==> src/rtl/frame_fill_writer.sv <==
// Rectangle-fill write engine for the 128x96 1-bit-per-plane RGB frame BRAMs.
// Takes one fill command at a time and emits one {y,x} write per granted cycle in raster order.
module frame_fill_writer #(
  parameter int H_PIX  = 128,
  parameter int V_PIX  = 96,
  parameter int ADDR_W = 14
) (
  input  logic              clk,
  input  logic              reset,
  input  logic              cmd_valid,
  output logic              cmd_ready,
  input  logic [6:0]        cmd_x0,
  input  logic [6:0]        cmd_y0,
  input  logic [6:0]        cmd_x1,
  input  logic [6:0]        cmd_y1,
  input  logic [2:0]        cmd_rgb,
  input  logic              wr_allow,
  output logic              wr_en,
  output logic [ADDR_W-1:0] wr_addr,
  output logic [2:0]        wr_rgb,
  output logic              busy,
  output logic              done,
  output logic              cmd_err
);

  typedef enum logic [1:0] {
    IDLE  = 2'd0,
    CHECK = 2'd1,
    FILL  = 2'd2,
    DONE  = 2'd3
  } state_t;

  state_t            state, state_nxt;
  logic [6:0]        x0_q, y0_q, x1_q, y1_q;
  logic [6:0]        x_q, y_q;
  logic [2:0]        rgb_q;
  logic [ADDR_W-1:0] addr_hold;
  logic [ADDR_W-1:0] addr_cur;
  logic              cmd_bad;
  logic              last_px;

  always_comb begin
    cmd_bad = (x1_q < x0_q) || (y1_q < y0_q)
           || ({1'b0, x0_q} >= 8'(H_PIX)) || ({1'b0, x1_q} >= 8'(H_PIX))
           || ({1'b0, y0_q} >= 8'(V_PIX)) || ({1'b0, y1_q} >= 8'(V_PIX));
    last_px  = (x_q == x1_q) && (y_q == y1_q);
    addr_cur = ADDR_W'({y_q, x_q});
  end

  always_comb begin
    state_nxt = state;
    cmd_ready = 1'b0;
    wr_en     = 1'b0;
    busy      = 1'b0;
    done      = 1'b0;
    cmd_err   = 1'b0;
    case (state)
      IDLE: begin
        cmd_ready = 1'b1;
        if (cmd_valid) state_nxt = CHECK;
      end
      CHECK: begin
        busy = 1'b1;
        if (cmd_bad) begin
          cmd_err   = 1'b1;
          state_nxt = IDLE;
        end else begin
          state_nxt = FILL;
        end
      end
      FILL: begin
        busy = 1'b1;
        if (wr_allow) begin
          wr_en = 1'b1;
          if (last_px) state_nxt = DONE;
        end
      end
      DONE: begin
        busy      = 1'b1;
        done      = 1'b1;
        state_nxt = IDLE;
      end
      default: state_nxt = IDLE;
    endcase
  end

  // Address is live only while writing; otherwise it replays the last written address.
  assign wr_addr = wr_en ? addr_cur : addr_hold;
  assign wr_rgb  = wr_en ? rgb_q : '0;

  always_ff @(posedge clk or negedge reset) begin
    if (!reset) begin
      state     <= IDLE;
      x0_q      <= '0;
      y0_q      <= '0;
      x1_q      <= '0;
      y1_q      <= '0;
      rgb_q     <= '0;
      x_q       <= '0;
      y_q       <= '0;
      addr_hold <= '0;
    end else begin
      state <= state_nxt;
      if (state == IDLE && cmd_valid) begin
        x0_q  <= cmd_x0;
        y0_q  <= cmd_y0;
        x1_q  <= cmd_x1;
        y1_q  <= cmd_y1;
        rgb_q <= cmd_rgb;
      end
      if (state == CHECK) begin
        x_q <= x0_q;
        y_q <= y0_q;
      end
      if (wr_en) begin
        addr_hold <= addr_cur;
        // y stays on y1 after the final pixel so the counters never run past the rectangle
        if (x_q == x1_q) begin
          x_q <= x0_q;
          if (!last_px) y_q <= y_q + 7'd1;
        end else begin
          x_q <= x_q + 7'd1;
        end
      end
    end
  end

endmodule

==> config.mk <==
export PLATFORM = sky130hd
export DESIGN_NAME = frame_fill_writer
export DESIGN_NICKNAME = d
export VERILOG_FILES = /design/src/rtl/frame_fill_writer.sv
export SDC_FILE = /design/constraint.sdc
export NUM_CORES = 1
export LEC_CHECK = 0
export ABC_AREA = 1
export BUFFER_PORTS_ARGS = -buffer_cell sky130_fd_sc_hd__buf_2
export CAP_MARGIN = 20
export CELL_PAD_IN_SITES_DETAIL_PLACEMENT = 0
export CELL_PAD_IN_SITES_GLOBAL_PLACEMENT = 1
export CORE_MARGIN = 5
export CORE_UTILIZATION = 35
export CTS_CLUSTER_DIAMETER = 120
export CTS_CLUSTER_SIZE = 24
export DETAILED_ROUTE_END_ITERATION = 7
export HOLD_SLACK_MARGIN = 0.1
export PLACE_DENSITY_LB_ADDON = 0.08
export SYNTH_ARGS = -nofsm -noshare
export SYNTH_HDL_FRONTEND = slang
export SYNTH_SLANG_ARGS = --single-unit
==> constraint.sdc <==
create_clock -name clk -period 1.6 [get_ports clk]
set_input_delay 0.08 -clock clk [delete_from_list [all_inputs] [get_ports clk]]
set_output_delay 0.08 -clock clk [all_outputs]
set_load 0.1 [all_outputs]
==> impl_metrics.json <==
{
  "dr.pass1.iters": 7,
  "skew_ps": 15.5,
  "vias_per_cell": 4.61,
  "die_h_um": 107,
  "clkPwrFrac": 0.132,
  "p_leak_nw": 2.64,
  "worst_pin_slew_ps": 598,
  "cp-start-kind": "flip-flop",
  "hold_viol": 0,
  "synth.distinct_cells": 28,
  "nNetsFinal": 589,
  "start_util": 0.356,
  "routedWlPerCell_um": 13.9,
  "grt_pass1_wl_um": 14900,
  "grtUsageTotal": 0.166,
  "crit_cells": 10,
  "coreArea_um2": 9200,
  "cp_slowest_cell": "dfrtp_1",
  "drtIter0Drc": 96,
  "cap_viol_max_count": 0,
  "syn_avg_cell_area_um2": 8.24,
  "end_kind": "output port",
  "row_count": 35,
  "fp.dieW_um": 107,
  "grt_antenna_before_repair": 0,
  "arrival_ps": 1840,
  "required_ps": 1520,
  "ios": 57,
  "status": "complete, but fails checks",
  "grt_max_degree": 25,
  "diodes": 0,
  "critical_path_buf_inv_count": 3,
  "worstPathCellList": "inv_2, ha_4, a21oi_2, nor2_1, nor3_1, nand2_1, nand3_2, nand2_2, clkinvlp_4, buf_12",
  "cts_inserted_buffers": 9,
  "fin_crit_sh": 1.20,
  "vdd_drop_max_mv": 1.14,
  "area_growth_pct": 66.7,
  "clock_latency_ps": 350,
  "hold_depth": 4,
  "crit_family": "simple AND/OR/NAND/NOR gates",
  "p_sw_mw": 5.83,
  "drive_gt1_frac": 0.426,
  "ant_nets": 0,
  "fmax_ghz": 0.520,
  "critPathMaxFanout": 2,
  "crit_path_max_incr_delay_ps": 400,
  "clock-root-buffer": "clkbuf_8",
  "finalInstanceArea_um2": 5460,
  "multi_input_area_um2": 1900,
  "reg2regPathDepth": 10,
  "syn_inst": 397,
  "grt_pass1_vias": 3014,
  "port_buffers": 56,
  "critPathKind": "flip-flop to output port",
  "regArea_um2": 1530,
  "dp_hpwl_um": 6240,
  "cts_tree": "done",
  "vias": 3022,
  "drc": 0,
  "cts_buffer_depth": 2,
  "place.gp.congestion": 0.814,
  "switching_share": 0.480,
  "ys_seq_area_frac": 0.466,
  "final_max_slew_viol_count": 0,
  "ys_seq_elements": 61,
  "place_area_um2": 4530,
  "p_seq_frac": 0.231,
  "syn_area_um2": 3270,
  "power_frac_comb": 0.637,
  "routed_wl_um": 9150,
  "overflow": 0,
  "die_area_um2": 11400,
  "yosysWarnings": 0,
  "failed_checks": "setup timing",
  "min_period_ps": 1920,
  "powerDensity_nw_per_um2": 2230,
  "postLayoutCoreUtil": 0.593,
  "fill_cells": 860,
  "h-tree-depth": 3,
  "grt_setup_unrepaired": "yes",
  "setup_tns_ps": -1510,
  "setup_slack_ps": -322,
  "slew_headroom": 0.601,
  "synth_nets": 446,
  "p_int_mw": 6.33,
  "hold_slack_ps": 162,
  "setup_violations": 15,
  "clock-sinks": 61,
  "dp_slack_ps": -17.8,
  "worstHoldPathType": "primary input to flip-flop",
  "clkSlewWorstSetupHoldPaths_ps": 80
}
-- synth_stat cells (all sizes together) --
library cell / number / area, µm²
o21a: 1 / 7.51
a21oi: 28 / 140
o21bai: 1 / 11.3
nor2: 42 / 173
xnor2: 10 / 87.6
nor3: 2 / 10.0
nand3: 24 / 138
clkbuf: 6 / 22.5
inv: 51 / 191
nand2: 103 / 402
o21ai: 28 / 163
dfrtp: 61 / 1530
nand4: 3 / 18.8
xor2: 9 / 78.8
buf: 6 / 38.8
mux2: 8 / 90.1
ha: 14 / 175
-- registers in the layout (all words and copies together), names as in the netlist, named ones only --
signal	count
addr_hold	14
x_q	7
rgb_q	3
y1_q	7
x1_q	7
y0_q	7
y_q	7
x0_q	7
state	1
-- tightest hold or removal path: stages --
cell     delay, ps
buf_2          110
nand2_4         90
buf_12         140
a21oi_2         50
-- layout make-up --
type                    instances  share of cell area
clock inverters                 6              0.0158
flip-flops and latches         61               0.281
repair buffers                143               0.267
clock buffers                  10              0.0252
inverters                      51              0.0385
multi-input cells             274               0.347
well taps                     111              0.0255
-- per-stage QoR --
stage	instances	total power, mW
6_report	656	12.2
5_1_grt	656	13.0
4_1_cts	647	11.9
3_5_place_dp	588	9.92
3_3_place_gp	588	9.85
2_1_floorplan	397	7.63
-- power groups by stage --
stage	clock (mW)	sequential [mW]	combinational (mW)
floorplan	0	2.67	4.96
global placement	0	2.78	7.07
detailed placement	0	2.79	7.13
CTS	1.63	2.79	7.50
global route	1.70	2.90	8.36
finish	1.60	2.80	7.75
-- layer usage --
layer / part of all wire / GRT usage / vias up
li1: - / - / 1551
met1: 0.50 / 0.237 / 1394
met2: 0.44 / 0.254 / 66
met3: 0.050 / 0.0301 / 11
met4: 0.011 / 0.0521 / 0
met5: 0 / 0 / -
-- repair_timing --
| action | in CTS | in global routing |
|---|---|---|
| pin swaps | 8 | 14 |
| setup buffers | 9 | 11 |
| hold endpoints to repair | 51 | 0 |
| endpoints found under the setup margin | 19 | 34 |
| resized for setup | 29 | 29 |
| hold buffers | 32 | 0 |
| gates cloned | 3 | 1 |
-- path summary, 6_finish.rpt --
check | start | endpoint | slack [ps]
hold reg to reg | addr_hold[4] | addr_hold[4] | 510
setup reg to reg | x1_q[1] | y_q[6] | 50
max in group asynchronous | reset | x0_q[2] | 780
hold / removal | cmd_valid | x0_q[4] | 160
setup / recovery | y0_q[4] | cmd_err | -320
min in group asynchronous | reset | addr_hold[10] | 270
-- cells by family (layout without fill, tap and decap cells) --
group	Yosys count	after routing	synth area share
simple gates	174	175	0.226
xor+xnor	19	19	0.0508
buf+inv	63	210	0.0772
compound gates	58	58	0.0982
flops	61	61	0.466
mux	8	8	0.0275
fa+ha+maj	14	14	0.0535
-- cell usage in the layout, fill, tap and decap left out, drive strengths merged --
cell type / n
nand2: 103
xnor2: 10
buf: 110
o21a: 1
nor3: 2
o21ai: 28
bufinv: 2
clkinv: 4
nor2: 42
xor2: 9
a21oi: 28
ha: 14
dlygate4sd3: 32
nand3: 25
inv: 49
o21bai: 1
clkbuf: 11
mux2: 8
clkinvlp: 2
dfrtp: 61
nand4: 3
(Power assumes the default switching activity.)
